===== src/rtl/branch_pkg.sv =====
// Shared branch-resolution definitions: funct3 codes, BHT counter type and update rule.
package branch_pkg;

  localparam logic [2:0] F3_BEQ  = 3'b000;
  localparam logic [2:0] F3_BNE  = 3'b001;
  localparam logic [2:0] F3_BLT  = 3'b100;
  localparam logic [2:0] F3_BGE  = 3'b101;
  localparam logic [2:0] F3_BLTU = 3'b110;
  localparam logic [2:0] F3_BGEU = 3'b111;

  typedef logic [1:0] bht_cnt_t;

  localparam bht_cnt_t BHT_RESET = 2'b01;

  // Saturating 2-bit counter step: taken counts up to 11, not-taken down to 00.
  function automatic bht_cnt_t bht_next(bht_cnt_t cnt, logic taken);
    bht_cnt_t nxt;
    nxt = cnt;
    if (taken && cnt != 2'b11) begin
      nxt = cnt + 2'b01;
    end else if (!taken && cnt != 2'b00) begin
      nxt = cnt - 2'b01;
    end
    return nxt;
  endfunction

endpackage


===== src/rtl/branch_compare.sv =====
// Combinational RISC-V conditional-branch evaluator: funct3 and operands to taken/illegal.
module branch_compare
  import branch_pkg::*;
#(
  parameter int unsigned XLEN = 64
) (
  input  logic [2:0]      funct3,
  input  logic [XLEN-1:0] rs1_data,
  input  logic [XLEN-1:0] rs2_data,
  output logic            taken,
  output logic            illegal
);

  logic eq;
  logic lt_s;
  logic lt_u;

  assign eq   = (rs1_data == rs2_data);
  assign lt_s = ($signed(rs1_data) < $signed(rs2_data));
  assign lt_u = (rs1_data < rs2_data);

  always_comb begin
    taken   = 1'b0;
    illegal = 1'b0;
    case (funct3)
      F3_BEQ:  taken = eq;
      F3_BNE:  taken = ~eq;
      F3_BLT:  taken = lt_s;
      F3_BGE:  taken = ~lt_s;
      F3_BLTU: taken = lt_u;
      F3_BGEU: taken = ~lt_u;
      default: illegal = 1'b1;
    endcase
  end

endmodule


===== src/rtl/branch_resolve_unit.sv =====
// Branch resolution stage: one-cycle registered outcome, mispredict flag and 2-bit BHT.
// Optional BRANCH_STATS_EN adds 32-bit resolved-branch and mispredict counters.
module branch_resolve_unit
  import branch_pkg::*;
#(
  parameter int unsigned XLEN  = 64,
  parameter int unsigned DEPTH = 64
) (
  input  logic            clk,
  input  logic            rst_n,
  input  logic            in_valid,
  input  logic            stall,
  input  logic [2:0]      funct3,
  input  logic [XLEN-1:0] rs1_data,
  input  logic [XLEN-1:0] rs2_data,
  input  logic [XLEN-1:0] pc,
  input  logic            pred_taken,
  input  logic [XLEN-1:0] lookup_pc,
  output logic            lookup_taken,
  output logic            out_valid,
  output logic            out_taken,
  output logic            out_mispredict,
  output logic            out_illegal
`ifdef BRANCH_STATS_EN
  ,
  output logic [31:0]     stat_branches,
  output logic [31:0]     stat_mispredicts
`endif
);

  localparam int unsigned IDX_W = $clog2(DEPTH);

  logic             cmp_taken;
  logic             cmp_illegal;
  logic             bht_we;
  logic             mispredict;
  logic [IDX_W-1:0] upd_idx;
  logic [IDX_W-1:0] lk_idx;
  bht_cnt_t         bht_q [DEPTH];

  logic out_valid_q;
  logic out_taken_q;
  logic out_mispredict_q;
  logic out_illegal_q;

  branch_compare #(
    .XLEN (XLEN)
  ) u_compare (
    .funct3   (funct3),
    .rs1_data (rs1_data),
    .rs2_data (rs2_data),
    .taken    (cmp_taken),
    .illegal  (cmp_illegal)
  );

  // Word-aligned index; upper PC bits alias by design.
  assign upd_idx    = pc[IDX_W+1:2];
  assign lk_idx     = lookup_pc[IDX_W+1:2];
  assign bht_we     = in_valid & ~stall & ~cmp_illegal;
  assign mispredict = in_valid & ~cmp_illegal & (cmp_taken ^ pred_taken);

  // Read is from the current array state, so a same-cycle update is not visible.
  assign lookup_taken = bht_q[lk_idx][1];

  always_ff @(posedge clk) begin
    if (!rst_n) begin
      for (int i = 0; i < int'(DEPTH); i++) begin
        bht_q[i] <= BHT_RESET;
      end
    end else if (bht_we) begin
      bht_q[upd_idx] <= bht_next(bht_q[upd_idx], cmp_taken);
    end
  end

  always_ff @(posedge clk) begin
    if (!rst_n) begin
      out_valid_q      <= 1'b0;
      out_taken_q      <= 1'b0;
      out_mispredict_q <= 1'b0;
      out_illegal_q    <= 1'b0;
    end else if (!stall) begin
      out_valid_q      <= in_valid;
      out_taken_q      <= in_valid & cmp_taken;
      out_mispredict_q <= mispredict;
      out_illegal_q    <= in_valid & cmp_illegal;
    end
  end

  assign out_valid      = out_valid_q;
  assign out_taken      = out_taken_q;
  assign out_mispredict = out_mispredict_q;
  assign out_illegal    = out_illegal_q;

`ifdef BRANCH_STATS_EN
  logic [31:0] stat_branches_q;
  logic [31:0] stat_mispredicts_q;

  always_ff @(posedge clk) begin
    if (!rst_n) begin
      stat_branches_q    <= '0;
      stat_mispredicts_q <= '0;
    end else if (bht_we) begin
      stat_branches_q <= stat_branches_q + 32'd1;
      if (mispredict) begin
        stat_mispredicts_q <= stat_mispredicts_q + 32'd1;
      end
    end
  end

  assign stat_branches    = stat_branches_q;
  assign stat_mispredicts = stat_mispredicts_q;
`endif

  logic unused_pc_bits;
  assign unused_pc_bits = ^{pc[XLEN-1:IDX_W+2], pc[1:0],
                            lookup_pc[XLEN-1:IDX_W+2], lookup_pc[1:0]};

endmodule


===== config.mk =====
export PLATFORM = sky130hd
export DESIGN_NAME = branch_resolve_unit
export DESIGN_NICKNAME = d
export VERILOG_FILES = /design/src/rtl/branch_pkg.sv /design/src/rtl/branch_compare.sv /design/src/rtl/branch_resolve_unit.sv
export SDC_FILE = /design/constraint.sdc
export NUM_CORES = 1
export LEC_CHECK = 0
export CORE_ASPECT_RATIO = 1.1
export CORE_MARGIN = 5
export CORE_UTILIZATION = 35
export CTS_CLUSTER_SIZE = 16
export DETAILED_ROUTE_END_ITERATION = 8
export GPL_TIMING_DRIVEN = 0
export PLACE_DENSITY_LB_ADDON = 0.15
export RECOVER_POWER = 25
export SLEW_MARGIN = 30
export SYNTH_ARGS = -nofsm -noshare
export SYNTH_HDL_FRONTEND = slang
export SYNTH_SLANG_ARGS = --single-unit
export TNS_END_PERCENT = 50

===== constraint.sdc =====
create_clock -name clk -period 12.2 [get_ports clk]
set_input_delay 2.44 -clock clk [delete_from_list [all_inputs] [get_ports clk]]
set_output_delay 2.44 -clock clk [all_outputs]
set_load 0.02 [all_outputs]

* Yosys cells after proc, flatten, opt, wreduce, memory -nomap -nowiden *
Memory sizes are Yosys's and may differ from the RTL's.
Cells that the tools add are included.

operators by class
  reduce and logical (&&, ||, !) cells = 7
  $add $sub $neg = 2
  magnitude comparators = 2
  bitwise gates (word level) = 11
  multiplexer cells = 13
  equality and inequality tests = 7

operators by type and width
  kind                   count
  $lt A64 B64 Y1         2
  $eq A64 B64 Y1         1
  $eq A3 B3 Y1 const B   4
  $mux W2                5
  $and A1 B1 Y1          6
  $mux W1                6
  $mux W6                1
  $pmux W1 S6            1
  $reduce_or A6 Y1       1
  $not A1 Y1             4
  $eq A3 B1 Y1 const B   1
  $logic_not A3 Y1       1
  $add A2 B1 Y2 const B  1
  $logic_and A1 B1 Y1    2
  $ne A2 B2 Y1 const B   1
  $reduce_bool A2 Y1     1
  $reduce_or A2 Y1       1
  $sub A2 B1 Y2 const B  1
  $logic_not A1 Y1       1
  $xor A1 B1 Y1          1

storage, ports and cells
  register bits after elaboration = 4
  bits of input ports = 264
  word-level logic and storage cells = 47
  bits in writable memories = 128
  memories kept = 1
  output and inout bits = 5

memories
  name   depth  bits a word  read ports  clocked after Yosys merged registers in  wr ports  RTL line                   source
  bht_q  64     2            2           0                                        64        branch_resolve_unit.sv:39  bht_cnt_t bht_q [DEPTH];

* Longest topological paths before layout *
Gate-level depths: netlist of run 1.

  depth after elaboration = 10
  gate-level depth with buffers = 15
  gate-level depth less buffers = 12

* Modules after synthesis *
From an unflattened synthesis of run 1, not the netlist that was laid out.

second synthesis, totals
  cells, all modules = 991
  area, all modules = 9,606.7 µm²

modules (own cells, without submodules)
  module               instances  area each (µm²)  seq. area each (µm²)  cells each
  branch_resolve_unit  1          7,910.1          3,923.8               757
  branch_compare       1          1,696.6          0.0                   234

* Least setup slack after synthesis of run 1 *
No wires, ideal clock.

  path type = in2out
  start = in lookup_pc[2]
  end = out lookup_taken
  cell stages on the path = 5
  buffers on the path = 2
  arrival time = 4.921 ns
  setup slack = 4.839 ns
  required time = 9.760 ns
  cells stage by stage = clkbuf_1 -> buf_1 -> mux4_2 -> mux4_2 -> mux4_2

between the ends
  word-level cells in the longest chain between the ends = 1

RTL lines
  item            RTL line                   source
  from (decl)     branch_resolve_unit.sv:18  input logic [XLEN-1:0] lookup_pc,
  $mem_v2 Z64 W2  -
  to (decl)       branch_resolve_unit.sv:19  output logic lookup_taken,

No other way between the ends.

* Worst setup path in the final report of run 1 *
Same ends and word-level chain as after synthesis.

==> results.json, run 1 <==
{
  "hold_violations": 0,
  "route.detailed.drc": 0,
  "routedWlPerCell_um": 24.4,
  "p_per_area_nw_per_um2": 121,
  "crit-reg2reg-launch": "bht_q[28][0]$_SDFFCE_PN1P_",
  "dieArea_um2": 27900,
  "synth_seq_area_share": 0.455,
  "layout-drive-gt1-share": 0.0856,
  "grt_pass1_wl_mm": 48.6,
  "fmax_ghz": 0.122,
  "cp_slowest_cell": "clkbuf_1",
  "dp_hpwl_mm": 24.1,
  "ys_async_sr_fraction": 0,
  "cts_buffers": 17,
  "setup_viol_count_final": 0,
  "skew_ps": 9.08,
  "final_area_um2": 11100,
  "crit_top_cell": "mux4_2",
  "fill_cells": 2354,
  "io_buffer_count": 144,
  "drv_slew": 9,
  "dp.cells": 1318,
  "finalSetupTns_ps": 0,
  "peakVddDrop_v": 0.000108,
  "hp-start": "out_mispredict$_SDFFE_PN0N_",
  "relSlewSlack": -0.0343,
  "synthCells": 861,
  "cpPeakStageDelay_ps": 630,
  "grt_overflow_total": 0,
  "synth_seq_cells": 132,
  "ctsResizeCount": 0,
  "cts_tree": "built",
  "required_ps": 9760,
  "rsz0062_at_grt": "no",
  "grt_max_degree": 17,
  "clk_latency_ps": 430,
  "diodes": 0,
  "synth_cell_types": 56,
  "syn_to_final_growth_pct": 28.5,
  "hold_path.class": "reg2reg",
  "ys.warnings.count": 0,
  "start_util": 0.353,
  "gp_congestion": 0.931,
  "synth_nets": 1191,
  "viasPerCell": 5.81,
  "leakage_nw": 3.77,
  "core_area_um2": 24400,
  "status": "finished, violations left",
  "layout.nets": 1357,
  "end_kind": "primary output",
  "io_pins": 269,
  "cp-startpoint": "lookup_pc[2]",
  "routed_wirelength_mm": 32.9,
  "worstMarginPinSlew_ps": 1550,
  "violations": "max-capacitance violations, max-slew violations",
  "vias": 7844,
  "htree_levels": 4,
  "cap_violations": 1,
  "cp_max_fo": 10,
  "post-route-min-period_ps": 8180,
  "first_iter_violations": 880,
  "fin_cells": 1350,
  "critical_path.cell_chain": "clkbuf_1 -> clkbuf_2 -> mux4_2 -> mux4_2 -> mux4_2 -> clkdlybuf4s50_1",
  "synthesis.area_um2": 8620,
  "synth_edf_count": 128,
  "die_h_um": 175,
  "startpoint_type": "input pin",
  "cts_num_sinks": 132,
  "row_count": 60,
  "post-cts-setup-buffers": 0,
  "ant_nets": 0,
  "path_clk_slew_ps": 60,
  "min_period_over_period": 0.670,
  "holdBufCountCts": 0,
  "die_w_um": 160,
  "arrival_ps": 5740,
  "dr.pass1.iters": 6,
  "critPathKind": "in2out",
  "avgSynthCellArea_um2": 10.0,
  "antenna_found_initial": 1,
  "ys.flop_type": "edfxtp_1",
  "clk_path_buf_depth": 2,
  "grt_usage": 0.233,
  "cts_root_buf": "clkbuf_16",
  "grt_pass1_vias": 7577,
  "post_dp_cell_area_um2": 10500
}
[layer usage]
layer | up-vias | global-route usage | wire length [um] | part of all wire
li1 | 3534 | - | - | -
met1 | 3752 | 0.306 | 13600 | 0.41
met2 | 468 | 0.366 | 14600 | 0.44
met3 | 86 | 0.0769 | 3590 | 0.11
met4 | 4 | 0.0676 | 1030 | 0.031
met5 | - | 0.0157 | 69 | 0.0021
[registers in the layout (all words and copies together) (netlist names)]
name,count
bht_q,128
out_illegal,1
out_taken,1
out_mispredict,1
out_valid,1
[kinds of logic (layout without fill, tap and decap cells)]
logic type / after synthesis / after routing / synth area share
buf+inv: 145 / 324 / 0.0753
xor+xnor: 4 / 4 / 0.00493
flops: 132 / 132 / 0.455
fa+ha+maj: 66 / 66 / 0.0957
compound gates: 205 / 205 / 0.155
simple gates: 287 / 287 / 0.158
mux: 22 / 22 / 0.0560
[where the power goes]
| group | internal, mW | leakage [nW] | switching [mW] |
|---|---|---|---|
| sequential | 0.505 | 1.15 | 0.00585 |
| combinational | 0.130 | 2.33 | 0.179 |
| clock | 0.319 | 0.287 | 0.203 |
| total | 0.954 | 3.77 | 0.388 |
[layout make-up]
type / count / area (um2) / area share
Tap cell: 310 / 388 / 0.0350
Inverter: 71 / 267 / 0.0240
Timing Repair Buffer: 147 / 1460 / 0.132
Clock inverter: 15 / 163 / 0.0147
Buffer: 74 / 383 / 0.0345
Clock buffer: 17 / 425 / 0.0384
Sequential cell: 132 / 3920 / 0.354
Multi-Input combinational cell: 584 / 4070 / 0.368
[path summary, 6_finish.rpt]
| check | depth (start not counted) | to | slack [ps] |
|---|---|---|---|
| hold / removal | 1 | out_mispredict$_SDFFE_PN0N_ | 500 |
| setup / recovery | 6 | lookup_taken | 4020 |
| hold reg to reg | 1 | out_mispredict$_SDFFE_PN0N_ | 500 |
| setup reg to reg | 11 | bht_q[21][1]$_SDFFCE_PN0P_ | 8320 |
[critical path: cells and delay by family]
| family | cells | cell delay [ps] |
|---|---|---|
| buf+inv | 3 | 1700 |
| mux | 3 | 1580 |
[through the flow]
step                 util  hold slack, ps  power, mW  setup slack (ps)
global route        0.454             548       1.39              3890
detailed placement  0.430             501      0.824              3710
floorplan               -             604      0.697              4840
global placement    0.428             489      0.821              3710
CTS                 0.454             514       1.34              3700
finish              0.454             503       1.34              4020
[cells in the mapped netlist (2+ instances only)]
cell / n / area (um2)
nand2_1: 95 / 357
nor3b_1: 4 / 30.0
dfxtp_1: 4 / 80.1
nor3_2: 10 / 100
nor2_1: 74 / 278
or4_1: 3 / 22.5
buf_1: 3 / 11.3
nand4_1: 15 / 93.8
nor2b_1: 6 / 37.5
or3b_2: 2 / 17.5
a221oi_1: 11 / 96.3
o21ai_0: 77 / 385
edfxtp_1: 128 / 3840
nor4_1: 3 / 18.8
ha_1: 66 / 826
a2111oi_0: 2 / 17.5
nand3b_1: 3 / 22.5
mux4_2: 21 / 473
nand2b_1: 2 / 12.5
nand3_1: 4 / 20.0
xnor2_1: 2 / 17.5
a22oi_1: 47 / 353
a22o_1: 9 / 78.8
buf_6: 13 / 146
or3_1: 2 / 12.5
clkbuf_1: 54 / 203
a31oi_1: 8 / 50.1
inv_1: 70 / 263
a21oi_1: 30 / 150
buf_2: 3 / 15.0
a211oi_1: 2 / 15.0
a41oi_1: 5 / 43.8
and3_1: 4 / 25.0
nor3_1: 56 / 280
a41o_1: 2 / 20.0
[cells in the final DEF (no fill, tap or decap), types with 3 or more instances in the layout]
cell	instances
clkdlybuf4s50_1	138
buf_6	13
dlygate4sd3_1	6
a221oi_1	11
nand3b_1	3
a21oi_1	30
clkinv_1	4
nor3_1	55
or4_1	3
inv_1	70
a22oi_1	47
clkbuf_1	56
nor2b_1	6
nand4_1	15
dfxtp_1	4
bufinv_16	3
nand2_1	95
nor3_2	11
a41oi_1	5
mux4_2	21
nand3_1	4
a22o_1	9
nor2_1	74
clkbuf_16	17
edfxtp_1	128
ha_1	66
a31oi_1	8
nor4_1	3
buf_4	3
and3_1	4
nor3b_1	3
clkinv_2	3
o21ai_0	77
Note: power is estimated with default switching activity, not from simulation.
==> inputs of run 2 (changes only) <==
- clock period: 12.2 -> 8.25 ns (I/O delays scaled with it)
==> results of run 2 <==
Same layout as run 1 (identical final DEF). Status: finished, violations left: max-capacitance violations, max-slew violations.
Main changes from that run: setup slack after placement 3710 ps -> 1340 ps; setup slack after layout 4020 ps -> 1650 ps; register-to-register setup slack 8320 ps -> 4370 ps; total power 1.34 mW -> 1.98 mW; worst IR drop on VDD 0.000108 V -> 0.000160 V
